$ cat src/rtl/spi_master.sv
// spi_master: single-channel SPI master transmitter.
// Frames of DATA_WIDTH bits are shifted out LSB-first on mosi, framed by an
// active-low cs, against a free-running divided clock sclk. Everything runs in
// the clk domain. sclk is produced as data and is never used as a clock.
// Bits change on the sclk rising edge, so the slave samples on the falling edge.
module spi_master #(
   parameter int DATA_WIDTH = 12,
   parameter int CLK_DIV    = 10   // clk cycles per sclk half-period, >= 1
) (
   input  logic                  clk,
   input  logic                  rst,    // asynchronous, active low
   input  logic                  newd,
   input  logic [DATA_WIDTH-1:0] din,
   output logic                  sclk,
   output logic                  cs,
   output logic                  mosi
);

   // Divider counter width. A single bit is kept even when CLK_DIV is 1.
   localparam int CNT_W = (CLK_DIV > 1) ? $clog2(CLK_DIV) : 1;
   // The bit index has to reach DATA_WIDTH itself, which marks the end of the frame.
   localparam int IDX_W = $clog2(DATA_WIDTH + 1);

   localparam logic [CNT_W-1:0] CNT_LAST = CNT_W'(CLK_DIV - 1);
   localparam logic [IDX_W-1:0] IDX_END  = IDX_W'(DATA_WIDTH);

   typedef enum logic {
      ST_IDLE = 1'b0,
      ST_SEND = 1'b1
   } state_t;

   // ---------------------------------------------------------------------
   // Clock divider
   // ---------------------------------------------------------------------
   logic [CNT_W-1:0] r_div_cnt;
   logic             r_sclk;
   logic             w_div_term;
   logic             w_tick;

   assign w_div_term = (r_div_cnt == CNT_LAST);
   // The tick is high in the cycle whose closing clk edge raises sclk.
   // The FSM therefore moves on the same edge as the sclk rise.
   assign w_tick     = w_div_term & ~r_sclk;

   // Free-running half-period counter. sclk toggles at each terminal count.
   always_ff @(posedge clk or negedge rst) begin
      if (!rst) begin
         r_div_cnt <= '0;
         r_sclk    <= 1'b0;
      end else if (w_div_term) begin
         r_div_cnt <= '0;
         r_sclk    <= ~r_sclk;
      end else begin
         r_div_cnt <= r_div_cnt + CNT_W'(1);
      end
   end

   // ---------------------------------------------------------------------
   // Transmit FSM
   // ---------------------------------------------------------------------
   state_t                r_state;
   logic [DATA_WIDTH-1:0] r_shift;
   logic [IDX_W-1:0]      r_idx;
   logic                  r_cs;
   logic                  r_mosi;

   state_t                w_state_next;
   logic [DATA_WIDTH-1:0] w_shift_next;
   logic [IDX_W-1:0]      w_idx_next;
   logic                  w_cs_next;
   logic                  w_mosi_next;
   logic [DATA_WIDTH-1:0] w_shift_adv;

   // The shift register drops one bit per tick. Its bit 0 after the shift is
   // therefore the original bit at the current index, so no variable-index
   // mux is needed.
   assign w_shift_adv = r_shift >> 1;

   // State register. Reset aborts any frame at once and does not resume it.
   always_ff @(posedge clk or negedge rst) begin
      if (!rst) begin
         r_state <= ST_IDLE;
         r_shift <= '0;
         r_idx   <= '0;
         r_cs    <= 1'b1;
         r_mosi  <= 1'b0;
      end else begin
         r_state <= w_state_next;
         r_shift <= w_shift_next;
         r_idx   <= w_idx_next;
         r_cs    <= w_cs_next;
         r_mosi  <= w_mosi_next;
      end
   end

   // Next-state logic. Nothing changes except on a tick.
   always_comb begin
      w_state_next = r_state;
      w_shift_next = r_shift;
      w_idx_next   = r_idx;
      w_cs_next    = r_cs;
      w_mosi_next  = r_mosi;

      unique case (r_state)
         ST_IDLE: begin
            w_cs_next   = 1'b1;
            w_mosi_next = 1'b0;
            if (w_tick && newd) begin
               // Latch the word here. Later din changes cannot touch the frame.
               w_shift_next = din;
               w_cs_next    = 1'b0;
               w_mosi_next  = din[0];
               w_idx_next   = IDX_W'(1);
               w_state_next = ST_SEND;
            end
         end
         ST_SEND: begin
            // newd and din are ignored here. A request still high at the
            // closing tick waits for the next tick in IDLE, which leaves at
            // least one full sclk period of cs high between frames.
            if (w_tick) begin
               if (r_idx < IDX_END) begin
                  w_shift_next = w_shift_adv;
                  w_mosi_next  = w_shift_adv[0];
                  w_idx_next   = r_idx + IDX_W'(1);
               end else begin
                  w_cs_next    = 1'b1;
                  w_mosi_next  = 1'b0;
                  w_idx_next   = '0;
                  w_state_next = ST_IDLE;
               end
            end
         end
         default: begin
            w_state_next = ST_IDLE;
         end
      endcase
   end

   assign sclk = r_sclk;
   assign cs   = r_cs;
   assign mosi = r_mosi;

endmodule

$ cat config.mk
export PLATFORM = sky130hd
export DESIGN_NAME = spi_master
export DESIGN_NICKNAME = d
export VERILOG_FILES = /design/src/rtl/spi_master.sv
export SDC_FILE = /design/constraint.sdc
export NUM_CORES = 1
export LEC_CHECK = 0
export BUFFER_PORTS_ARGS = -buffer_cell sky130_fd_sc_hd__buf_4
export CAP_MARGIN = 0
export CORE_MARGIN = 2
export CORE_UTILIZATION = 50
export CTS_CLUSTER_DIAMETER = 150
export DETAILED_ROUTE_END_ITERATION = 8
export MAX_ROUTING_LAYER = met4
export PLACE_DENSITY = 0.83
export SYNTH_ARGS = -nofsm -noshare
export SYNTH_HDL_FRONTEND = slang
export SYNTH_SLANG_ARGS = --single-unit
$ cat constraint.sdc
create_clock -name clk -period 2.3 [get_ports clk]
set_input_delay 0.69 -clock clk [delete_from_list [all_inputs] [get_ports clk]]
set_output_delay 0.69 -clock clk [all_outputs]
set_load 0.005 [all_outputs]
=== Yosys cells after proc, flatten, opt, wreduce, memory -nomap -nowiden ===
Index checks and enable logic that the tools add are counted.

* Multiplexer cells: 21
* Reductions and logical operators: 4
* Bitwise gates (word level): 3
* $add $sub $neg: 2
* Equal/unequal tests: 5
* Magnitude comparators: 1

{| class="wikitable"
|+ Operators with widths
! cell !! number
|-
| two-way mux 12 bit || 3
|-
| one-hot mux 12 bit (2 select lines) || 1
|-
| two-way mux 4 bit || 4
|-
| two-way mux 1 bit || 9
|-
| adder 4 x 1 -> 4 bit (second input constant) || 2
|-
| one-hot mux 4 bit (2 select lines) || 1
|-
| != test 2 bit (second input constant) || 3
|-
| one-hot mux 1 bit (2 select lines) || 3
|-
| == test 4 bit (second input constant) || 1
|-
| < comparator 4 bit (second input constant) || 1
|-
| AND reduction 2 bit || 2
|-
| AND reduction 3 bit || 1
|-
| != test 2 x 1 -> 1 bit (second input constant) || 1
|-
| NOT 1 bit || 2
|-
| bitwise AND 1 bit || 1
|-
| logical AND 1 bit || 1
|}

* Register bits: 24
* Output and inout bits: 3

=== Longest topological paths before layout ===
Gate-level depths: netlist of the first run.

* Depth after elaboration: 5
* Depth in mapped cells: 5
* Gate-level depth less buffers: 4

=== Least setup slack after synthesis of the first run ===
Ideal clock, no wire load.

* Kind: input-to-reg
* Start point: input port newd
* End point: register r_shift[10]
* Setup time: 0.125 ns
* Arrival: 1.482 ns
* Cell stages on the path: 3
* Setup slack: 0.693 ns
* Path buffers: 0
* Path through: o21bai_1 nor3_4 mux2_2

* Cells in the longest elaborated chain, start to end: 3

{| class="wikitable"
|+ RTL lines
! what !! line !! text
|-
| from (decl) || 12 || <nowiki>input logic newd,</nowiki>
|-
| logical AND 1 bit || 108 || <nowiki>if (w_tick && newd) begin</nowiki>
|-
| != test 2 bit (no source line) || -- ||
|-
| AND reduction 3 bit (no source line) || -- ||
|-
| to (signal assigned) || 89 || <nowiki>r_shift <= w_shift_next;</nowiki>
|-
| to (decl) || 62 || <nowiki>logic [DATA_WIDTH-1:0] r_shift;</nowiki>
|}

Every way passes these cells.
A chain may end at the register's enable or synchronous reset.

=== Worst setup path in the final report of the first run ===
* Start point: register r_div_cnt[2]
* End point: register r_shift[4]

* Cells in the longest elaborated chain, start to end: 5

{| class="wikitable"
|+ RTL lines
! what !! line !! text
|-
| from (decl) || 35 || <nowiki>logic [CNT_W-1:0] r_div_cnt;</nowiki>
|-
| from (signal assigned) || 54 || <nowiki>r_div_cnt <= r_div_cnt + CNT_W'(1);</nowiki>
|-
| == test 4 bit * || 40 || <nowiki>assign w_div_term = (r_div_cnt == CNT_LAST);</nowiki>
|-
| bitwise AND 1 bit * || 43 || <nowiki>assign w_tick = w_div_term & ~r_sclk;</nowiki>
|-
| logical AND 1 bit || 108 ||
|-
| != test 2 bit (no source line) || -- ||
|-
| AND reduction 3 bit (no source line) * || -- ||
|}

Mark *: on every way between the ends. The rest lies on a longest branch, timed or not.

==> results of run 1 <==
[state kept, by name, indices dropped and copies added, names as in the netlist]
signal and cells:
r_div_cnt 4, r_state 1, cs 1, sclk 1, r_idx 4, mosi 1, r_shift 11
[metrics by stage]
step / setup WS, ns / instance area, µm²
2_1_floorplan: 0.693 / 1170
3_3_place_gp: 0.484 / 1320
3_5_place_dp: 0.450 / 1320
4_1_cts: 0.502 / 1350
5_1_grt: 0.395 / 1350
6_report: 0.529 / 1350
[area by class of cell]
type	instances	area (µm²)	area share (%)
inverter	5	18.8	1.39
sequential	23	577	42.8
tap	28	35.0	2.60
multi-input combinational	62	554	41.1
clock buffer	3	22.5	1.67
clock inverter	1	5.00	0.371
timing repair buffer	18	135	10.0
[cell usage in the layout, fill, tap and decap left out, types with 2 or more instances in the layout]
cell type / count
or2_2: 2
o31ai_1: 3
o21ai_0: 3
dfrtp_1: 22
mux2i_1: 2
nand2_1: 7
buf_4: 18
a22o_1: 2
mux2_2: 21
inv_1: 5
clkbuf_4: 3
o311ai_0: 2
[kinds of logic (layout without fill, tap and decap cells)]
kind of cell	Yosys count	after routing
DFF	23	23
xor gates and xnor gates	1	1
AOI/OAI and AO/OA	18	18
buffers and inverters	10	27
adders and majority gates	1	1
and+or+nand+nor	19	19
muxes	23	23
[path summary, 6_finish.rpt]
kind,to,slack (ns),cells past startpoint,from
setup reg to reg,r_shift[4]$_DFFE_PN0P_,0.53,3,r_div_cnt[2]$_DFF_PN0_
setup / recovery,r_shift[4]$_DFFE_PN0P_,0.53,3,r_div_cnt[2]$_DFF_PN0_
max in group asynchronous,cs$_DFFE_PN1P_,1.77,1,rst
hold reg to reg,r_idx[0]$_DFFE_PN0P_,0.52,1,r_idx[0]$_DFFE_PN0P_
hold / removal,r_shift[2]$_DFFE_PN0P_,0.24,1,rst
min in group clk,r_idx[0]$_DFFE_PN0P_,0.52,1,r_idx[0]$_DFFE_PN0P_
[worst max-delay path, stage by stage, from the launching register on]
cell	delay (ns)
dfrtp_1	0.44
nand4bb_4	0.35
nor3_4	0.49
mux2_2	0.39
[layer usage]
layer	vias up	global-route usage, %	wire (µm)
li1	390	-	-
met1	373	20.0	874
met2	18	27.3	935
met3	2	2.86	80
met4	0	5.98	9
met5	-	-	0
[power by group through the flow]
stage                     clock [µW]  combinational [µW]  sequential (µW)
after detailed placement           0                93.5              436
after global routing             205                 103              430
after CTS                        195                94.1              428
after global placement             0                90.7              435
final                            184                92.1              428
after floorplan                    0                57.6              434
==> impl_metrics.toml, run 1 <==
[detailed_routing]
drtIter0Drc = 6
wl_per_cell_um = 13.6
vias_per_cell = 5.59
num_vias = 783
dr.pass1.iters = 4
route.detailed.drc = 0
wirelength_um = 1900
ant_nets = 0

[die]
core_area_um2 = 2210
initial_utilization_pct = 53.0
dieWidth_um = 52.4
pin_count = 18
die_area_um2 = 2750
die_height_um = 52.4
num_rows = 17

[layout]
syn_to_final_growth_pct = 14.9
drive_gt1_share_pct = 42.9
final_util_pct = 60.9
instances_no_fill = 140
fin_nets = 129
antennaDiodeCount = 0
fill_cells = 182

[place]
io_buffers = 17
place_congestion = 0.758
dp_cells = 136
place_hpwl_um = 1380

[logic_synthesis]
synth_seq_cells = 23
post-synth-top-count-cell = "dfrtp_1"
synth-simple-area-share_pct = 12.1
synth_compound_area_share_pct = 11.5
avgSynthCellArea_um2 = 12.3
synthXorXnorAreaFrac_pct = 0.747
synthTopCellsByArea = "dfrtp_1, mux2_2, nand4bb_4, dfstp_2, nand2_1"
synth_ff_type = "dfrtp_1"
yosysTopAreaCell = "dfrtp_1"
syn_area_um2 = 1170
synth_mux_area_share_pct = 21.9
ys_warn_count = 0
synth_edf_count = 0
synth_seq_area_share_pct = 49.2
synthesis.nets = 111
synth_top_cells_by_count = "dfrtp_1, mux2_2, nand2_1"
synth_cell_type_count = 33
synthCells = 95
synthArstFlopShare_pct = 100
synth_fa_ha_area_share_pct = 1.07
synth_top_area_share_pct = 47.0
synth_top_family_by_area = "multiplexers"

[power]
clkPwrFrac_pct = 26.1
power_frac_comb_pct = 13.1
p_sw_uw = 164
leakage_uw = 0.000639
power_frac_seq_pct = 60.8
switching_share_pct = 23.3
cellPowerDensity_nw_per_um2 = 522
p_int_uw = 539
total_power_uw = 703
irDropWorstVdd_mv = 0.368

[sta]
tightestPinTransition_ns = 0.456
fmax_ghz = 0.565
finalHoldViolCount = 0
setup_violations = 0
rsz0062_at_grt = "no"
fin_setup_tns_ns = 0
fin_worst_skew_ns = 0.0124
min_period_over_period_pct = 77.0
hold-worst-slack_ns = 0.245
fin_crit_ns = 1.77
relSlewSlack_pct = 69.5
maxSlewViolCount = 0

[worst_hold_path]
hold_path_class = "in -> async"

[global_route]
grt_pass1_wl_um = 3250
track_usage_pct = 16.4
overflow = 0
grt_max_degree = 24
grt_pass1_vias = 759
antenna_found_initial = 0

[setup_path]
worstSetupPathType = "reg -> reg"
critPathMaxFanout = 13
end_kind = "register"
required_ns = 2.50
cp.arrival_ns = 1.97
cp-start-kind = "register"

[clocking]
htree_levels = 1
ctsResizeCount = 0
postCtsSetupRepairBufs = 0
cts_root_buffer = "clkbuf_4"
ctsLongestPathBuffers = 2
clkSinkCount = 23
cts_tree = "done"
cts_hold_buf = 0
clkSlewWorstSetupHoldPaths_ns = 0.13
insertion_delay_ns = 0.31
numCtsBuffers = 3

[run_status]
run_status = "finished clean"

[flow_run]
maxCapViolCount = 0
Power figures use the tool's default switching activity.
==> inputs of run 2 (changes only) <==
==> constraint.sdc (replaced) <==
create_clock -name clk -period 1.63 [get_ports clk]
set_input_delay 0.489 -clock clk [delete_from_list [all_inputs] [get_ports clk]]
set_output_delay 0.489 -clock clk [all_outputs]
set_load 0.005 [all_outputs]
==> run 2 against run 1 <==
Power up 44%; sequential share of layout area down 1.8 points; global-route usage up 2.7 points; via count up 7.4%; combinational power up 61%; first-iteration DRC count rose to 3.2 times the previous value; worst hold slack worse by 0.20 ns; cell count up 4.3%; non-clock buffer count up 6; register-to-register slack worse by 0.45 ns; clock-buffer cell count up 1; critical path type unchanged.
==> impl_metrics.toml, run 2 (synthesized netlist as in run 1, its figures left out) <==
[place]
place_hpwl_um = 1650
place_congestion = 0.764
io_buffers = 17
dp_cells = 142
dp_slack_ns = 0.0440

[layout]
layout_common_cells = "buf_4, dfrtp_1, mux2_2"
largest_register = "r_shift"
drive_gt1_share_pct = 44.9
largest_register_ffs = 11
antennaDiodeCount = 0
final_util_pct = 63.6
syn_to_final_growth_pct = 20.1
instances_no_fill = 146
fin_nets = 135
fill_cells = 181
reg_top3 = "r_shift (11), r_div_cnt (4), r_idx (4)"

[setup_path]
timing.rr.end = "r_shift[6]$_DFFE_PN0P_"
critPathMaxFanout = 10
worstSetupPathType = "reg -> reg"
required_ns = 1.83
r2r_start = "r_div_cnt[2]$_DFF_PN0_"
cp-start-kind = "register"
rrSetupSlack_ns = 0.08
cp.arrival_ns = 1.75
end_kind = "register"
r2r_cells = 4

[clocking]
clkSlewWorstSetupHoldPaths_ns = 0.12
numCtsBuffers = 3
postCtsSetupRepairBufs = 0
cts_root_buffer = "clkbuf_4"
ctsLongestPathBuffers = 2
htree_levels = 1
insertion_delay_ns = 0.31
cts_tree = "done"
cts_hold_buf = 0
clkSinkCount = 23

[sta]
maxSlewViolCount = 0
fin_crit_ns = 1.55
finalHoldViolCount = 0
fin_worst_skew_ns = 0.00510
fmax_ghz = 0.645
min_period_over_period_pct = 95.1
tightestPinTransition_ns = 0.407
setup_ws_ns = 0.0801
hold-worst-slack_ns = 0.0475
setup_violations = 0
relSlewSlack_pct = 72.8

[detailed_routing]
wl_per_cell_um = 15.1
route.detailed.drc = 0
vias_per_cell = 5.76
drtIter0Drc = 19
ant_nets = 0
wirelength_um = 2200
num_vias = 841
dr.pass1.iters = 4

[die]
num_rows = 17
core_area_um2 = 2210
dieWidth_um = 52.4
die_area_um2 = 2750
initial_utilization_pct = 53.0
die_height_um = 52.4
pin_count = 18

[global_route]
grt_max_degree = 24
antenna_found_initial = 0
overflow = 0
grt_pass1_vias = 821
grt_pass1_wl_um = 3670
track_usage_pct = 19.1

[power]
irDropWorstVdd_mv = 0.499
total_power_uw = 1010
cellPowerDensity_nw_per_um2 = 720
leakage_uw = 0.000672

[worst_hold_path]
hold_path_class = "in -> async"

[run_status]
run_status = "finished clean"

[flow_run]
maxCapViolCount = 0
[run 2: cell count changes in the layout (fill, tap and decap cells not counted)]
cell	change
buf_4	+4
buf_6	+1
buf_12	+1
clkbuf_1	+1
clkinv_2	-1
[run 2: stage by stage]
step,area [µm²],TNS [ns]
after floorplan,1170,0
after global placement,1380,0
after detailed placement,1380,0
after CTS,1400,0
after global routing,1410,-0.00212
final,1410,0
[run 2: power breakdown]
part | total (µW) | internal [µW] | switching, µW | leakage, µW
clock network | 261 | 95.4 | 165 | 0.0000150
registers | 605 | 591 | 13.6 | 0.000278
logic | 148 | 89.3 | 58.5 | 0.000378
[run 2: area by class of cell]
type	instances	area, µm²	share of cell area, %
Inverter	5	18.8	1.33
Tap cell	28	35.0	2.49
Timing Repair Buffer	24	196	14.0
Multi-Input combinational cell	62	554	39.4
Sequential cell	23	577	41.0
Clock buffer	4	26.3	1.87
[run 2: how the worst max path moves through the flow]
stage                                 from                      end  slack (ns)  cells after the start
detailed placement                    newd   r_shift[2]$_DFFE_PN0P_        0.04                      5
global placement                      newd   r_shift[9]$_DFFE_PN0P_        0.10                      5
global route        r_div_cnt[2]$_DFF_PN0_     r_idx[2]$_DFFE_PN0P_      -0.002                      4
CTS                 r_div_cnt[2]$_DFF_PN0_     r_idx[2]$_DFFE_PN0P_        0.08                      4
floorplan                 sclk$_DFFE_PN0N_  r_shift[10]$_DFFE_PN0P_        0.08                      4
finish              r_div_cnt[2]$_DFF_PN0_   r_shift[6]$_DFFE_PN0P_        0.08                      4
[run 2: worst max-delay path, stage by stage (launching register included)]
cell	delay, ns
dfrtp_1	0.44
nand4bb_4	0.27
nor3_4	0.24
buf_12	0.16
mux2_2	0.33
[run 2: metal layers]
metal  up-vias  track usage (%)  part of all wire, %
met5         -                -                    0
li1        396                -                    -
met3         2             3.43                  4.9
met4         0             6.41                 0.55
met2        31             33.3                   53
met1       412             22.1                   42
[run 2: what timing repair did]
action	in CTS	in global routing
endpoints found under the hold margin	0	0
resized for setup	0	1
endpoints found under the setup margin	0	2
